File: config.mk
export PLATFORM = sky130hd
export DESIGN_NAME = in_mapper_arbiter
export DESIGN_NICKNAME = d
export VERILOG_FILES = /design/src/rtl/in_mapper_arbiter.sv
export SDC_FILE = /design/constraint.sdc
export NUM_CORES = 1
export LEC_CHECK = 0
export CORE_ASPECT_RATIO = 1.25
export CORE_MARGIN = 3
export CORE_UTILIZATION = 48
export CTS_CLUSTER_DIAMETER = 200
export DETAILED_ROUTE_END_ITERATION = 16
export PLACE_DENSITY_LB_ADDON = 0.2
export SLEW_MARGIN = 5
export SYNTH_ARGS = -nofsm -noshare
export SYNTH_HDL_FRONTEND = slang
export SYNTH_SLANG_ARGS = --single-unit
File: constraint.sdc
create_clock -name clk -period 4.5 [get_ports clk]
set_input_delay 0.675 -clock clk [delete_from_list [all_inputs] [get_ports clk]]
set_output_delay 0.675 -clock clk [all_outputs]
set_load 0.03 [all_outputs]
File: src/rtl/in_mapper_arbiter.sv
// in_mapper_arbiter: merges three AER sources into the single in-mapper input.
// - Round-robin grant across the three sources.
// - One registered output stage that can accept a new event in the same cycle
//   it delivers the previous one.
// - Run/dump command pulses taken from the edges of the spnn_run level.
// - Saturating per-source counts of forwarded events.
//
// Handshake rule (sources and output alike): a word moves on a rising clk
// edge only when its valid and ready are both 1. A source holds its word and
// valid stable until that happens. A source's ready may depend on its own
// valid, because the grant is only given to a requesting source.
module in_mapper_arbiter #(
  parameter int AER_WIDTH = 32,
  parameter int TAG_EN    = 1,
  parameter int CNT_WIDTH = 16
) (
  input  logic                 clk,
  input  logic                 rst,
  input  logic [2:0]           src_en,
  input  logic                 spnn_run,
  input  logic                 cnt_clr,
  input  logic [AER_WIDTH-1:0] s0_data,
  input  logic [AER_WIDTH-1:0] s1_data,
  input  logic [AER_WIDTH-1:0] s2_data,
  input  logic                 s0_vld,
  input  logic                 s1_vld,
  input  logic                 s2_vld,
  output logic                 s0_rdy,
  output logic                 s1_rdy,
  output logic                 s2_rdy,
  output logic [AER_WIDTH-1:0] oaer_data,
  output logic                 oaer_vld,
  input  logic                 oaer_rdy,
  output logic                 dump_on,
  output logic                 dump_off,
  output logic [CNT_WIDTH-1:0] cnt0,
  output logic [CNT_WIDTH-1:0] cnt1,
  output logic [CNT_WIDTH-1:0] cnt2
);

  localparam logic [CNT_WIDTH-1:0] CNT_ONE = {{(CNT_WIDTH-1){1'b0}}, 1'b1};
  localparam logic [CNT_WIDTH-1:0] CNT_MAX = {CNT_WIDTH{1'b1}};

  // Output stage registers
  logic [AER_WIDTH-1:0] oaer_data_q, oaer_data_d;
  logic                 oaer_vld_q,  oaer_vld_d;

  // Round-robin pointer: index searched first. Only values 0..2 are used.
  logic [1:0] ptr_q, ptr_d;

  // Command sequencer registers
  logic run_q,      run_d;
  logic dump_on_q,  dump_on_d;
  logic dump_off_q, dump_off_d;

  // Per-source event counters
  logic [2:0][CNT_WIDTH-1:0] cnt_q, cnt_d;

  // Arbitration signals
  logic [2:0]           req;
  logic [2:0]           grant;
  logic                 load;
  logic                 xfer;
  logic [1:0]           gnt_idx;
  logic [AER_WIDTH-1:0] sel_word;
  logic [AER_WIDTH-1:0] out_word;

  assign req  = {s2_vld & src_en[2], s1_vld & src_en[1], s0_vld & src_en[0]};

  // The stage can take a word when it is empty or being drained this cycle.
  assign load = ~oaer_vld_q | oaer_rdy;

  // Round-robin grant: search pointer, pointer+1, pointer+2 (mod 3).
  always_comb begin
    grant = 3'b000;
    case (ptr_q)
      2'd1: begin
        if      (req[1]) grant = 3'b010;
        else if (req[2]) grant = 3'b100;
        else if (req[0]) grant = 3'b001;
      end
      2'd2: begin
        if      (req[2]) grant = 3'b100;
        else if (req[0]) grant = 3'b001;
        else if (req[1]) grant = 3'b010;
      end
      default: begin
        if      (req[0]) grant = 3'b001;
        else if (req[1]) grant = 3'b010;
        else if (req[2]) grant = 3'b100;
      end
    endcase
    if (!load) grant = 3'b000;
  end

  // Ready goes only to the granted source. It is held low while in reset, so a
  // source is never told it was accepted by a register that cannot capture.
  assign s0_rdy = grant[0] & ~rst;
  assign s1_rdy = grant[1] & ~rst;
  assign s2_rdy = grant[2] & ~rst;

  // A grant always lands on a requesting source, so any grant is a transfer.
  assign xfer = |grant;

  // Encode the granted index and select its word.
  always_comb begin
    gnt_idx  = 2'd0;
    sel_word = s0_data;
    if (grant[1]) begin
      gnt_idx  = 2'd1;
      sel_word = s1_data;
    end else if (grant[2]) begin
      gnt_idx  = 2'd2;
      sel_word = s2_data;
    end
  end

  // Optional source tag in the two MSBs of the forwarded word.
  always_comb begin
    out_word = sel_word;
    if (TAG_EN != 0) begin
      out_word[AER_WIDTH-1 -: 2] = gnt_idx;
    end
  end

  // Output stage and pointer next state. A held word stays put under back
  // pressure. An empty cycle only clears valid and leaves the pointer alone.
  always_comb begin
    oaer_vld_d  = oaer_vld_q;
    oaer_data_d = oaer_data_q;
    ptr_d       = ptr_q;
    if (load) begin
      if (xfer) begin
        oaer_vld_d  = 1'b1;
        oaer_data_d = out_word;
        ptr_d       = (gnt_idx == 2'd2) ? 2'd0 : gnt_idx + 2'd1;
      end else begin
        oaer_vld_d  = 1'b0;
      end
    end
  end

  // Saturating counters. A clear wins over an increment in the same cycle.
  always_comb begin
    cnt_d = cnt_q;
    for (int n = 0; n < 3; n++) begin
      if (cnt_clr) begin
        cnt_d[n] = '0;
      end else if (grant[n] && (cnt_q[n] != CNT_MAX)) begin
        cnt_d[n] = cnt_q[n] + CNT_ONE;
      end
    end
  end

  // Edge detect on spnn_run. The pulses are registered and one cycle wide.
  // They are mutually exclusive because one edge condition needs spnn_run
  // high and the other needs it low.
  always_comb begin
    run_d      = spnn_run;
    dump_off_d = spnn_run & ~run_q;
    dump_on_d  = ~spnn_run & run_q;
  end

  // State registers. Reset discards any pending output word.
  always_ff @(posedge clk or posedge rst) begin
    if (rst) begin
      oaer_data_q <= '0;
      oaer_vld_q  <= 1'b0;
      ptr_q       <= 2'd0;
      run_q       <= 1'b0;
      dump_on_q   <= 1'b0;
      dump_off_q  <= 1'b0;
      cnt_q       <= '0;
    end else begin
      oaer_data_q <= oaer_data_d;
      oaer_vld_q  <= oaer_vld_d;
      ptr_q       <= ptr_d;
      run_q       <= run_d;
      dump_on_q   <= dump_on_d;
      dump_off_q  <= dump_off_d;
      cnt_q       <= cnt_d;
    end
  end

  assign oaer_data = oaer_data_q;
  assign oaer_vld  = oaer_vld_q;
  assign dump_on   = dump_on_q;
  assign dump_off  = dump_off_q;
  assign cnt0      = cnt_q[0];
  assign cnt1      = cnt_q[1];
  assign cnt2      = cnt_q[2];

endmodule
# Word-level counts from Yosys, hierarchy flattened
# Index checks and enable logic that the tools add are counted.
# Widths: inputs -> output; s select.
[classes] eq_ne=6 n_bitwise=13 n_reduce_logical=8 mux=23 add_sub_neg=4
[ops] op="$mux 16" n=6
[ops] op="$mux 30" n=2
[ops] op="$add 16x1->16 const B" n=3
[ops] op="$ne 16x16->1 const B" n=3
[ops] op="$mux 3" n=7
[ops] op="$mux 2" n=5
[ops] op="$and 1x1->1" n=8
[ops] op="$pmux 3 s2" n=1
[ops] op="$reduce_bool 2->1" n=3
[ops] op="$eq 2x2->1 const B" n=2
[ops] op="$not 1->1" n=4
[ops] op="$logic_and 1x1->1" n=3
[ops] op="$reduce_or 3->1" n=1
[ops] op="$add 2x1->2 const B" n=1
[ops] op="$eq 2x1->1 const B" n=1
[ops] op="$mux 1" n=2
[ops] op="$reduce_and 2->1" n=1
[ops] op="$or 1x1->1" n=1
[word_totals] output_inout_bits=86 reg_bits=86 input_bits=107

# Logic depth before layout (Yosys ltp)
[logic_depth] depth_word=10 ltp_mapped=10

# Least setup slack after synthesis
# Ideal clock, no wire load.
[synth_path] path_type="input port to output port" from="input s0_vld" to="output s1_rdy" path_slack_ps=1827 cell_stages=7 arrival_ps=1998 required_time_ps=3825 cell_sequence="and2_1 and4b_1 buf_2 o21ai_2 buf_2 buf_2 nor2_1"
[synth_via] elab_chain_len=6 word_cells_on_any_way=7
[synth_rtl] element="from (decl)" line_no="25" text="input logic s0_vld,"
[synth_rtl] element="$and 1x1->1 *" line_no="68" text="assign req = {s2_vld & src_en[2], s1_vld & src_en[1], s0_vld & src_en[0]};"
[synth_rtl] element="$mux 2" line_no="84" text="else if (req[0]) grant = 3'b001;"
[synth_rtl] element="$mux 3" line_no="83" text="if (req[2]) grant = 3'b100;"
[synth_rtl] element="$pmux 3 s2 *" line_no="76" text="case (ptr_q)"
[synth_rtl] element="$mux 3 *" line_no="93" text="if (!load) grant = 3'b000;"
[synth_rtl] element="$and 1x1->1 *" line_no="99" text="assign s1_rdy = grant[1] & ~rst;"
[synth_rtl] element="to (decl)" line_no="29" text="output logic s1_rdy,"
# Mark *: on every way between the ends. The rest lies on a longest branch, timed or not.

# Worst setup path after layout
[layout_path] from="input src_en[1]" to="output s1_rdy"
[layout_via] elab_chain_len=7 word_cells_on_any_way=10
[layout_rtl] element="from (decl)" line_no="19" text="input logic [2:0] src_en,"
[layout_rtl] element="$and 1x1->1 *" line_no="68"
[layout_rtl] element="$mux 2" line_no="85" text="else if (req[1]) grant = 3'b010;"
[layout_rtl] element="$mux 2" line_no="84"
[layout_rtl] element="$mux 3" line_no="83"
[layout_rtl] element="$pmux 3 s2 *" line_no="76"
[layout_rtl] element="$mux 3 *" line_no="93"
[layout_rtl] element="$and 1x1->1 *" line_no="99"
# Marked as above.

==> reports/metrics.cfg <==
[setup_path]
worstPathArrival_ns=2.83
reg2reg_to=oaer_data[27]
reg2reg_from=oaer_data[30]
regToRegSetupSlack_ns=1.26
startpoint_type=input pin
path_class=in -> out
required_ns=3.83
critPathMaxFanout=22
endpoint_kind=output port
crit_path_start=src_en[1]
r2r_cells=7
timing.critical_path.to=s1_rdy

[timing]
hold_ws_ns=0.419
max_freq_mhz=286
worstMarginPinSlew_ns=1.12
post-route-period-util_pct=77.8
fin_crit_ns=3.50
maxSlewViolCount=0
hold_viol_final=0
rsz0062_at_grt=false
clock_skew_ns=0.00754
finalSetupTns_ns=0
slew_headroom_pct=25.6
setup-violations-final=0

[yosys]
synth.net_count=665
syn_inst=553
ys_types=50
synth_edf_count=0
synth-main-ff-cell=dfrtp_1
ys_ff_latch=85
avgSynthCellArea_um2=9.18
ys_warn_count=0
ys_seq_area_share_pct=41.9
syn-cell-area_mm2=0.00508
ys_async_sr_fraction_pct=100

[power_and_ir_drop]
total_power_w=0.00356
p_leak_nw=2.79
vdd_ir_drop_max_v=0.000280
p_per_area_mw_per_mm2=485

[drt]
drtAntennaViolNets=0
vias=5249
wirelength_um=16100
vias_per_cell=6.18
drc=0
wire_per_inst_um=18.9
drtPass1Iterations=5
first_iter_violations=420

[floorplanning]
die_h_um=121
die_x_um=98
initial_utilization_pct=49.7
dieArea_mm2=0.0119
io_pins=193
core-area_mm2=0.0102
num_rows=41

[min_path]
hold_class=reg -> reg

[global_routing]
antenna_found_initial=0
grt_max_degree=37
grt_pass1_wl_um=26100
grt_remaining_overflow=0
grt_pass1_vias=5290
grtUsageTotal_pct=26.8

[clock_network]
cts_root_buf=clkbuf_16
cts_buffer_depth=2
hold_buffers=0
tritoncts=yes
clk_pin_slew_ns=0.06
worstSkewPairLatency_ns=0.34
ctsHtreeMaxLevel=3
post_cts_buffers=0
cts_sinks=85
cts_resized=0
cts_buffers=9

[finish]
multi_input_area_mm2=0.00261
final_nets=827
syn_to_final_growth_pct=44.6
drive_above_1_share_pct=10.3
nFillCells=782
instances_no_fill=849
diodes=0
final-seq-area_mm2=0.00213

[place]
dpl.hpwl_um=11300
port_buffers=186
dp_cells=833
gp_congestion=0.849

[job]
cap_violations=0

[run_status]
status=completed

==> how the worst min path moves through the flow <==
stage	from	end	depth (start not counted)
CTS	run_q	dump_off	1
detailed placement	run_q	dump_off	1
finish	run_q	dump_off	1
global route	run_q	dump_off	1
floorplan	run_q	dump_off	1
global placement	run_q	dump_off	1
==> cell usage after synthesis, types with 6 or more instances <==
| master | number | area share [%] |
|---|---|---|
| dfrtp_1 | 85 | 42 |
| nand3_1 | 54 | 5.3 |
| inv_1 | 47 | 3.5 |
| a21oi_1 | 40 | 3.9 |
| mux2_2 | 34 | 7.5 |
| clkbuf_1 | 33 | 2.4 |
| o211ai_1 | 30 | 4.4 |
| o311ai_0 | 27 | 4.7 |
| o31ai_1 | 19 | 2.8 |
| o21ai_0 | 18 | 1.8 |
| or4_1 | 18 | 2.7 |
| nand4_1 | 16 | 2.0 |
| nor2_1 | 16 | 1.2 |
| or3_1 | 15 | 1.8 |
| nand2_1 | 13 | 0.96 |
| buf_2 | 12 | 1.2 |
| nor2b_1 | 9 | 1.1 |
| and3_1 | 8 | 0.99 |
| and4_1 | 6 | 1.0 |
==> cell type report <==
cell class,count,share of cell area (%)
clock inverters,4,0.954
repair buffers,197,26.4
clock buffers,12,3.49
inverters,47,2.42
multi-input cells,375,35.5
well taps,129,2.20
flip-flops and latches,85,29.0
==> critical path, stage by stage <==
cell and delay [ns]:
clkdlybuf4s50_1 0.53, and2_1 0.26, and3_1 0.60, o21ai_2 0.17, buf_4 0.24, nor2_1 0.16, buf_4 0.19
==> placed cells by master (no fill, tap or decap), types with 16 or more instances in the layout <==
master	instances
nand3_1	54
o31ai_1	19
o211ai_1	30
nand4_1	16
mux2_2	34
o311ai_0	27
clkdlybuf4s50_1	184
inv_1	46
or4_1	18
nor2_1	16
dfrtp_1	85
a21oi_1	40
o21ai_0	18
==> kinds of logic (layout without fill, tap and decap cells) <==
kind of cell	Yosys count	in the layout	synth area share, %
and+or+nand+nor	178	178	20.2
AOI/OAI and AO/OA	155	155	21.3
buffers and inverters	93	260	7.24
adders and majority gates	5	5	1.23
DFF	85	85	41.9
muxes	36	36	7.96
xor gates and xnor gates	1	1	0.172
==> metal layers <==
layer / GRT usage, % / vias to the layer above / share of wire [%]
li1: - / 2427 / -
met2: 45.5 / 231 / 51
met1: 34.1 / 2567 / 41
met3: 3.80 / 24 / 6.1
met5: 0 / - / 0
met4: 11.3 / 0 / 2.1
==> where the power goes <==
| group | internal (W) | switching [W] | leakage, nW |
|---|---|---|---|
| Sequential | 0.000936 | 0.0000944 | 1.11 |
| Combinational | 0.000729 | 0.000988 | 1.51 |
| Clock | 0.000515 | 0.000303 | 0.163 |
| Total | 0.00218 | 0.00139 | 2.79 |
==> through the flow <==
step / area, um^2 / setup WS, ns / util, %
2_1_floorplan: 5080 / 1.63 / -
3_3_place_gp: 7020 / 0.843 / 68.7
3_5_place_dp: 7020 / 0.792 / 68.7
4_1_cts: 7340 / 1.00 / 71.9
5_1_grt: 7340 / 0.862 / 71.9
6_report: 7340 / 0.998 / 71.9
==> flip-flops by register name (all words and copies together), names as in the netlist <==
| name | cells |
|---|---|
| cnt2 | 16 |
| dump_on | 1 |
| cnt1 | 16 |
| ptr_q | 1 |
| dump_off | 1 |
| run_q | 1 |
| oaer_vld | 1 |
| cnt0 | 16 |
| oaer_data | 32 |
(Power assumes the default switching activity.)
